`src/rtl/rtc_seg_scan.sv`:
```
// rtc_seg_scan: scans a BCD HH.MM.SS time onto a 6-digit multiplexed 7-segment display.
// The time is latched once per frame; every digit switch is followed by a blanking gap.
module rtc_seg_scan #(
    parameter int CLK_HZ     = 50_000_000,
    parameter int SCAN_HZ    = 1_000,
    parameter int BLANK_CYC  = 16,
    parameter bit SEG_ACT_LO = 1'b1,
    parameter bit DIG_ACT_LO = 1'b1
) (
    input  logic       clk,
    input  logic       rst_n,
    input  logic [7:0] second,
    input  logic [7:0] minute,
    input  logic [7:0] hour,
    output logic [7:0] seg,
    output logic [5:0] dig
);
    localparam int SCAN_DIV = CLK_HZ / SCAN_HZ;
    localparam int CW = $clog2(SCAN_DIV + 1);
    localparam int BW = $clog2(BLANK_CYC + 2);
    localparam logic [7:0] SEG_OFF = {8{SEG_ACT_LO}};
    localparam logic [5:0] DIG_OFF = {6{DIG_ACT_LO}};
    localparam logic [6:0] GLYPH [16] = '{7'h3F, 7'h06, 7'h5B, 7'h4F, 7'h66, 7'h6D, 7'h7D, 7'h07,
                                          7'h7F, 7'h6F, 7'h40, 7'h40, 7'h40, 7'h40, 7'h40, 7'h40};

    logic [CW-1:0] cnt_q, cnt_d;
    logic [2:0]    idx_q, idx_d;
    logic [23:0]   snap_q, snap_d;
    logic [BW-1:0] blank_q, blank_d;
    logic          run_q, run_d;
    logic [7:0]    seg_q, seg_d;
    logic [5:0]    dig_q, dig_d;
    logic          tick, lead_blank, dp;
    logic [3:0]    nib;

    // Decode works on the next digit and next snapshot so segments settle during the blank gap.
    always_comb begin
        tick       = cnt_q == CW'(SCAN_DIV - 1);
        cnt_d      = tick ? '0 : cnt_q + 1'b1;
        idx_d      = tick ? (idx_q >= 3'd5 ? 3'd0 : idx_q + 3'd1) : idx_q;
        snap_d     = (tick && idx_q == 3'd5) ? {hour & 8'h3F, minute & 8'h7F, second & 8'h7F} : snap_q;
        nib        = 4'(snap_d >> {idx_d, 2'b00});
        lead_blank = idx_d == 3'd5 && nib == 4'd0;
        dp         = (idx_d == 3'd4 || idx_d == 3'd2) && snap_d[0];
        seg_d      = tick ? {dp, lead_blank ? 7'h00 : GLYPH[nib]} ^ SEG_OFF : seg_q;
        blank_d    = tick ? BW'(BLANK_CYC) : (blank_q != '0 ? blank_q - 1'b1 : blank_q);
        run_d      = run_q | tick;
        dig_d      = tick ? DIG_OFF : ((run_q && blank_q == '0) ? (6'b1 << idx_q) ^ DIG_OFF : dig_q);
    end

    always_ff @(posedge clk or negedge rst_n) begin
        if (!rst_n) begin
            cnt_q   <= '0;
            idx_q   <= '0;
            snap_q  <= '0;
            blank_q <= '0;
            run_q   <= 1'b0;
            seg_q   <= SEG_OFF;
            dig_q   <= DIG_OFF;
        end else begin
            cnt_q   <= cnt_d;
            idx_q   <= idx_d;
            snap_q  <= snap_d;
            blank_q <= blank_d;
            run_q   <= run_d;
            seg_q   <= seg_d;
            dig_q   <= dig_d;
        end
    end

    assign seg = seg_q;
    assign dig = dig_q;
endmodule

```
`config.mk`:
```
export PLATFORM = sky130hd
export DESIGN_NAME = rtc_seg_scan
export DESIGN_NICKNAME = d
export VERILOG_FILES = /design/src/rtl/rtc_seg_scan.sv
export SDC_FILE = /design/constraint.sdc
export NUM_CORES = 1
export LEC_CHECK = 0
export CORE_MARGIN = 2
export CORE_UTILIZATION = 50
export CTS_CLUSTER_SIZE = 10
export DETAILED_ROUTE_END_ITERATION = 8
export PLACE_DENSITY = 0.75
export SETUP_SLACK_MARGIN = 0.5
export SLEW_MARGIN = 25
export SYNTH_ARGS = -nofsm -noshare
export SYNTH_HDL_FRONTEND = slang
export SYNTH_SLANG_ARGS = --single-unit
```
`constraint.sdc`:
```
create_clock -name clk -period 3.2 [get_ports clk]
set_input_delay 0.64 -clock clk [delete_from_list [all_inputs] [get_ports clk]]
set_output_delay 0.64 -clock clk [all_outputs]
set_load 0.02 [all_outputs]
```
==> results.md <==
STA:
- The number of hold violations in the final report is 0.
- Between clock sinks in the finished design, the worst skew comes to about 0.0081 ns.
- The total count of max-transition violations in the final report came to 0.
- The time the final worst path needs with I/O delays and setup is 2.984 ns.
- Setup violations remaining at the end of the flow were counted as 0.
- Dividing the final minimum period by the clock period gives 0.9324.
- For the pin with the worst max-slew slack, the measured transition is 0.5488 ns.
- Once routing completed, OpenROAD measured the worst setup slack at 0.2164 ns.
- After routing, the total negative slack on setup checks comes to 0 ns.
- The relative max-transition margin is 0.6342.
- Setup repair after global routing could not meet its margin everywhere.
- The fmax is 0.3352 GHz.
- The final-layout worst hold slack is roughly 0.29 ns.

Power:
- The worst ir drop on vdd is 297.5 µV.
- The power density over the cells is around 350 nW/µm².
- Of the total power, the share spent switching nets is 0.2296.
- The clock power share is 0.432.
- The internal power is around 1.2 mW.
- The overall power after layout is about 1.6 mW.
- The leakage power is a little over 2 nW.
- In this run the power spent charging and discharging nets is roughly 0.36 mW.
- The proportion of power drawn by combinational gates is 0.055.
- Of the total power, registers draw 0.512.

Synth:
- The mean area per synthesized cell is slightly above 10 µm².
- Of all cell types, the one taking the most synthesized area is sky130_fd_sc_hd__dfrtp_1.
- After synthesis, the share of flip-flops with an asynchronous set or reset is 1.000.
- For this run, the leading register cell type out of synthesis is sky130_fd_sc_hd__dfrtp_1.
- Of the synthesized area, sequential elements account for 0.4724.
- Yosys mapped a number of flops with a built-in enable equal to 0.
- The synthesized area is about 3400 µm².
- The number of nets in the synthesized netlist is roughly 370.
- The number of synthesized register bits is 63.
- For this run, the number of Yosys warnings is 0.
- By instance count, the leading cell after synthesis is sky130_fd_sc_hd__nand2_1.
- The top cell type's share of synthesized area is 0.3634.
- The synthesized instance count is 331.
- Synthesis instantiated 66 different standard cells from the library.
- Sorting the synthesized cells by area gives the leading types as sky130_fd_sc_hd__dfrtp_1 (36%), sky130_fd_sc_hd__dfstp_2 (11%), sky130_fd_sc_hd__nand2_1 (5.9%).
- Sorting the synthesized cells by how often they occur yields sky130_fd_sc_hd__nand2_1 (53), sky130_fd_sc_hd__dfrtp_1 (49), sky130_fd_sc_hd__nor2_1 (27), sky130_fd_sc_hd__inv_1 (17), sky130_fd_sc_hd__nand3_1 (15).

Clock tree:
- The root buffer cell is sky130_fd_sc_hd__clkbuf_8.
- Clock latency on the worst-skew pair, taken at its later pin, is between 0.3 and 0.4 ns.
- The H-tree was split into 3 levels.
- In this run the deepest clock path goes through 2 buffers.
- The number of clock buffers added by TritonCTS is 9.
- After clock tree synthesis, the clock-pin slew on the worst setup and hold paths is around 0.070 ns.
- The CTS tree is done.
- The total clock sinks is 63.
- Hold repair after CTS inserted 0 buffers.

Placement:
- The routability congestion estimate from global placement is 0.8326.
- The placed instances occupy a cell area of just under 4000 µm².
- Including well taps, the total number of placed cells is 450.
- The sum of net half-perimeters after detailed placement is ~5000 µm.
- The worst slack after detailed placement is 0.1197 ns.
- The number of port buffers is 35.

Critical path:
- Traced cell by cell, the critical path runs through ha_2, and3_4, and4_4, buf_6, mux2i_4, buf_4, nand2_1, o22ai_2, o32a_4, ha_4, and4_1, or2b_4, a211oi_2, nor3_2.
- Counting buffers and inverters, the worst setup path is 14 cells deep.
- The startpoint of the most critical register-to-register path is cnt_q[0]$_DFF_PN0_.
- By startpoint and endpoint, the worst setup path is classified as reg2reg.
- The critical path arrival is ~3.3 ns.
- Counting cells, the worst reg-to-reg path comes to 14.
- The largest individual stage delay along the critical path comes from the cell sky130_fd_sc_hd__o32a_4.
- The kind of cell adding the most delay to the critical path is simple AND/OR/NAND/NOR gates.
- The delay of the slowest cell on the worst path is between 0.4 and 0.5 ns.
- STA puts the critical path data required time at roughly 3.5 ns.
- STA classifies the critical path startpoint as a flop.
- The slack of the worst reg-to-reg path is around 0.22 ns.
- In this run the critical register-to-register path is captured at seg[2]$_DFFE_PN1N_.
- The element type at the critical path end is a flop.
- The critical path buffer and inverter count is 2.
- The largest driver fanout on the critical path is 5.

Routing:
- The violation count after the first detailed-route iteration is about 150.
- Before antenna repair, the detailed router went through 4 iterations.
- The vias after detailed routing is 2655.
- The detailed-route wire length is ~7700 µm.
- The number of vias per cell after detailed routing is about 5.4.
- For this run, design rule violations remaining after detail routing come to 0.
- In the final routed layout, each cell accounts on average for 15.81 µm.
- The detail route stage leaves a number of antenna-violating nets equal to 0.

GRT:
- The number of global-route vias before repair came to ~2700.
- In this run the most used layer during global routing was met2.
- The number of antenna violations at the first check in global routing was 0.
- For this run, global-route usage on met2 was measured as 0.3566.
- In the global route stage, met3 resource usage came out at 0.03946.
- The largest net degree at the start of global routing is between 40 and 50.
- The residual overflow from global routing is 0.
- The all-layer global routing usage is 0.2221.
- The first global-routing pass estimated 12710 µm of wire.
- The met1 global-route usage is 0.2971.

Cells and area:
- The fill cell instance count of the final layout is about 460.
- After the flow finishes, the layout carries non-filler instances totaling 489.
- At the end of the flow, the number of nets in the layout was ~450.
- The fraction of the core area covered by cells at the end of the flow is 0.6992.
- The area added between synthesis and finish is 33.07%.
- Of the cells placed in the final design, the portion with a size suffix greater than 1 is 0.3374.
- The cell area after layout is around 4500 µm².
- The repair_antennas step left the layout with diodes totalling 0.

Die:
- For this configuration, the core starts out at a cell density of 0.5254.
- The standard-cell row count is 29.
- In this run the standard cell core region covers approximately 6400 µm².
- The die is between 80 and 90 µm wide.
- The count of boundary I/O pins is 40.
- The die extent in y is between 80 and 90 µm.
- The die outline area is 7422 µm².

Min path:
- The path class of the tightest hold or removal check is in2async.

Run:
- Max-cap violations in this run came to 0.

Status:
- The run finished with clean final reports.
==> power by group through the flow <==
| stage | Clock [mW] | Combinational, mW | Sequential [mW] |
|---|---|---|---|
| floorplan | 0 | 0.0237 | 0.818 |
| CTS | 0.683 | 0.0839 | 0.802 |
| global route | 0.723 | 0.0949 | 0.802 |
| finish | 0.677 | 0.0868 | 0.802 |
| global placement | 0 | 0.0728 | 0.817 |
| detailed placement | 0 | 0.0741 | 0.817 |
==> cell type report <==
type,count,area (µm²),area share
Multi-Input combinational cell,237,1843,0.4104
Sequential cell,63,1597,0.3555
Timing Repair Buffer,77,689.4,0.1535
Clock buffer,10,127.6,0.02842
Tap cell,77,96.34,0.02145
Inverter,19,76.32,0.01700
Clock inverter,6,61.31,0.01365
==> how the worst max path moves through the flow <==
| stage | endpoint | slack (ns) | from |
|---|---|---|---|
| finish | seg[2]$_DFFE_PN1N_ | 0.22 | cnt_q[0]$_DFF_PN0_ |
| global route | seg[2]$_DFFE_PN1N_ | 0.14 | idx_q[1]$_DFF_PN0_ |
| CTS | seg[1]$_DFFE_PN1N_ | 0.33 | cnt_q[0]$_DFF_PN0_ |
| detailed placement | seg[1]$_DFFE_PN1N_ | 0.12 | cnt_q[10]$_DFF_PN0_ |
| global placement | seg[1]$_DFFE_PN1N_ | 0.11 | cnt_q[10]$_DFF_PN0_ |
| floorplan | seg[1]$_DFFE_PN1N_ | 0.30 | cnt_q[0]$_DFF_PN0_ |
==> timing repair <==
action	4_1_cts	5_1_grt
buffers inserted	17	6
setup endpoints to repair	7	7
gates cloned	0	0
pin swaps	19	15
resized for setup	37	11
==> placed cells by master (no fill, tap or decap), types with 3 or more instances in the layout <==
master / n
sky130_fd_sc_hd__dfrtp_1: 47
sky130_fd_sc_hd__nand2b_1: 3
sky130_fd_sc_hd__and2_1: 3
sky130_fd_sc_hd__mux2_2: 5
sky130_fd_sc_hd__and3_1: 4
sky130_fd_sc_hd__clkdlybuf4s50_1: 34
sky130_fd_sc_hd__xnor2_1: 9
sky130_fd_sc_hd__a21oi_1: 5
sky130_fd_sc_hd__clkbuf_8: 9
sky130_fd_sc_hd__xor2_1: 6
sky130_fd_sc_hd__inv_1: 15
sky130_fd_sc_hd__buf_4: 36
sky130_fd_sc_hd__nor2_1: 26
sky130_fd_sc_hd__dfstp_2: 14
sky130_fd_sc_hd__buf_6: 7
sky130_fd_sc_hd__nor4_1: 3
sky130_fd_sc_hd__a211oi_2: 4
sky130_fd_sc_hd__o21ai_0: 12
sky130_fd_sc_hd__ha_1: 8
sky130_fd_sc_hd__nand2_1: 53
sky130_fd_sc_hd__nand3_1: 15
sky130_fd_sc_hd__mux2i_4: 3
sky130_fd_sc_hd__clkinv_2: 3
sky130_fd_sc_hd__nor3_1: 7
sky130_fd_sc_hd__mux2i_1: 3
sky130_fd_sc_hd__mux2_4: 4
sky130_fd_sc_hd__and4_4: 4
sky130_fd_sc_hd__ha_2: 4
sky130_fd_sc_hd__nor3_2: 5
sky130_fd_sc_hd__nor2_4: 3
==> cells by family (layout without fill, tap and decap cells) <==
kind of cell | count (synthesis) | count (layout) | share of synthesized area
AO/OA/AOI/OAI | 43 | 43 | 0.09344
XOR/XNOR | 15 | 15 | 0.03893
flip-flops | 63 | 63 | 0.4724
adder cells (fa/ha/maj) | 14 | 14 | 0.05191
multiplexers | 17 | 17 | 0.06562
AND/OR/NAND/NOR | 148 | 148 | 0.2273
buffers and inverters | 31 | 112 | 0.05042
==> registers in the layout, summed over array words and instances (netlist names) <==
register	cells
blank_q	5
cnt_q	16
dig	6
idx_q	3
run_q	1
seg	8
snap_q	24
==> metal layers <==
metal	vias up	routed length [µm]
met4	0	134
met3	11	282
li1	1297	-
met1	1292	3541
met2	55	3772
met5	-	0
Power figures use the tool's default switching activity.
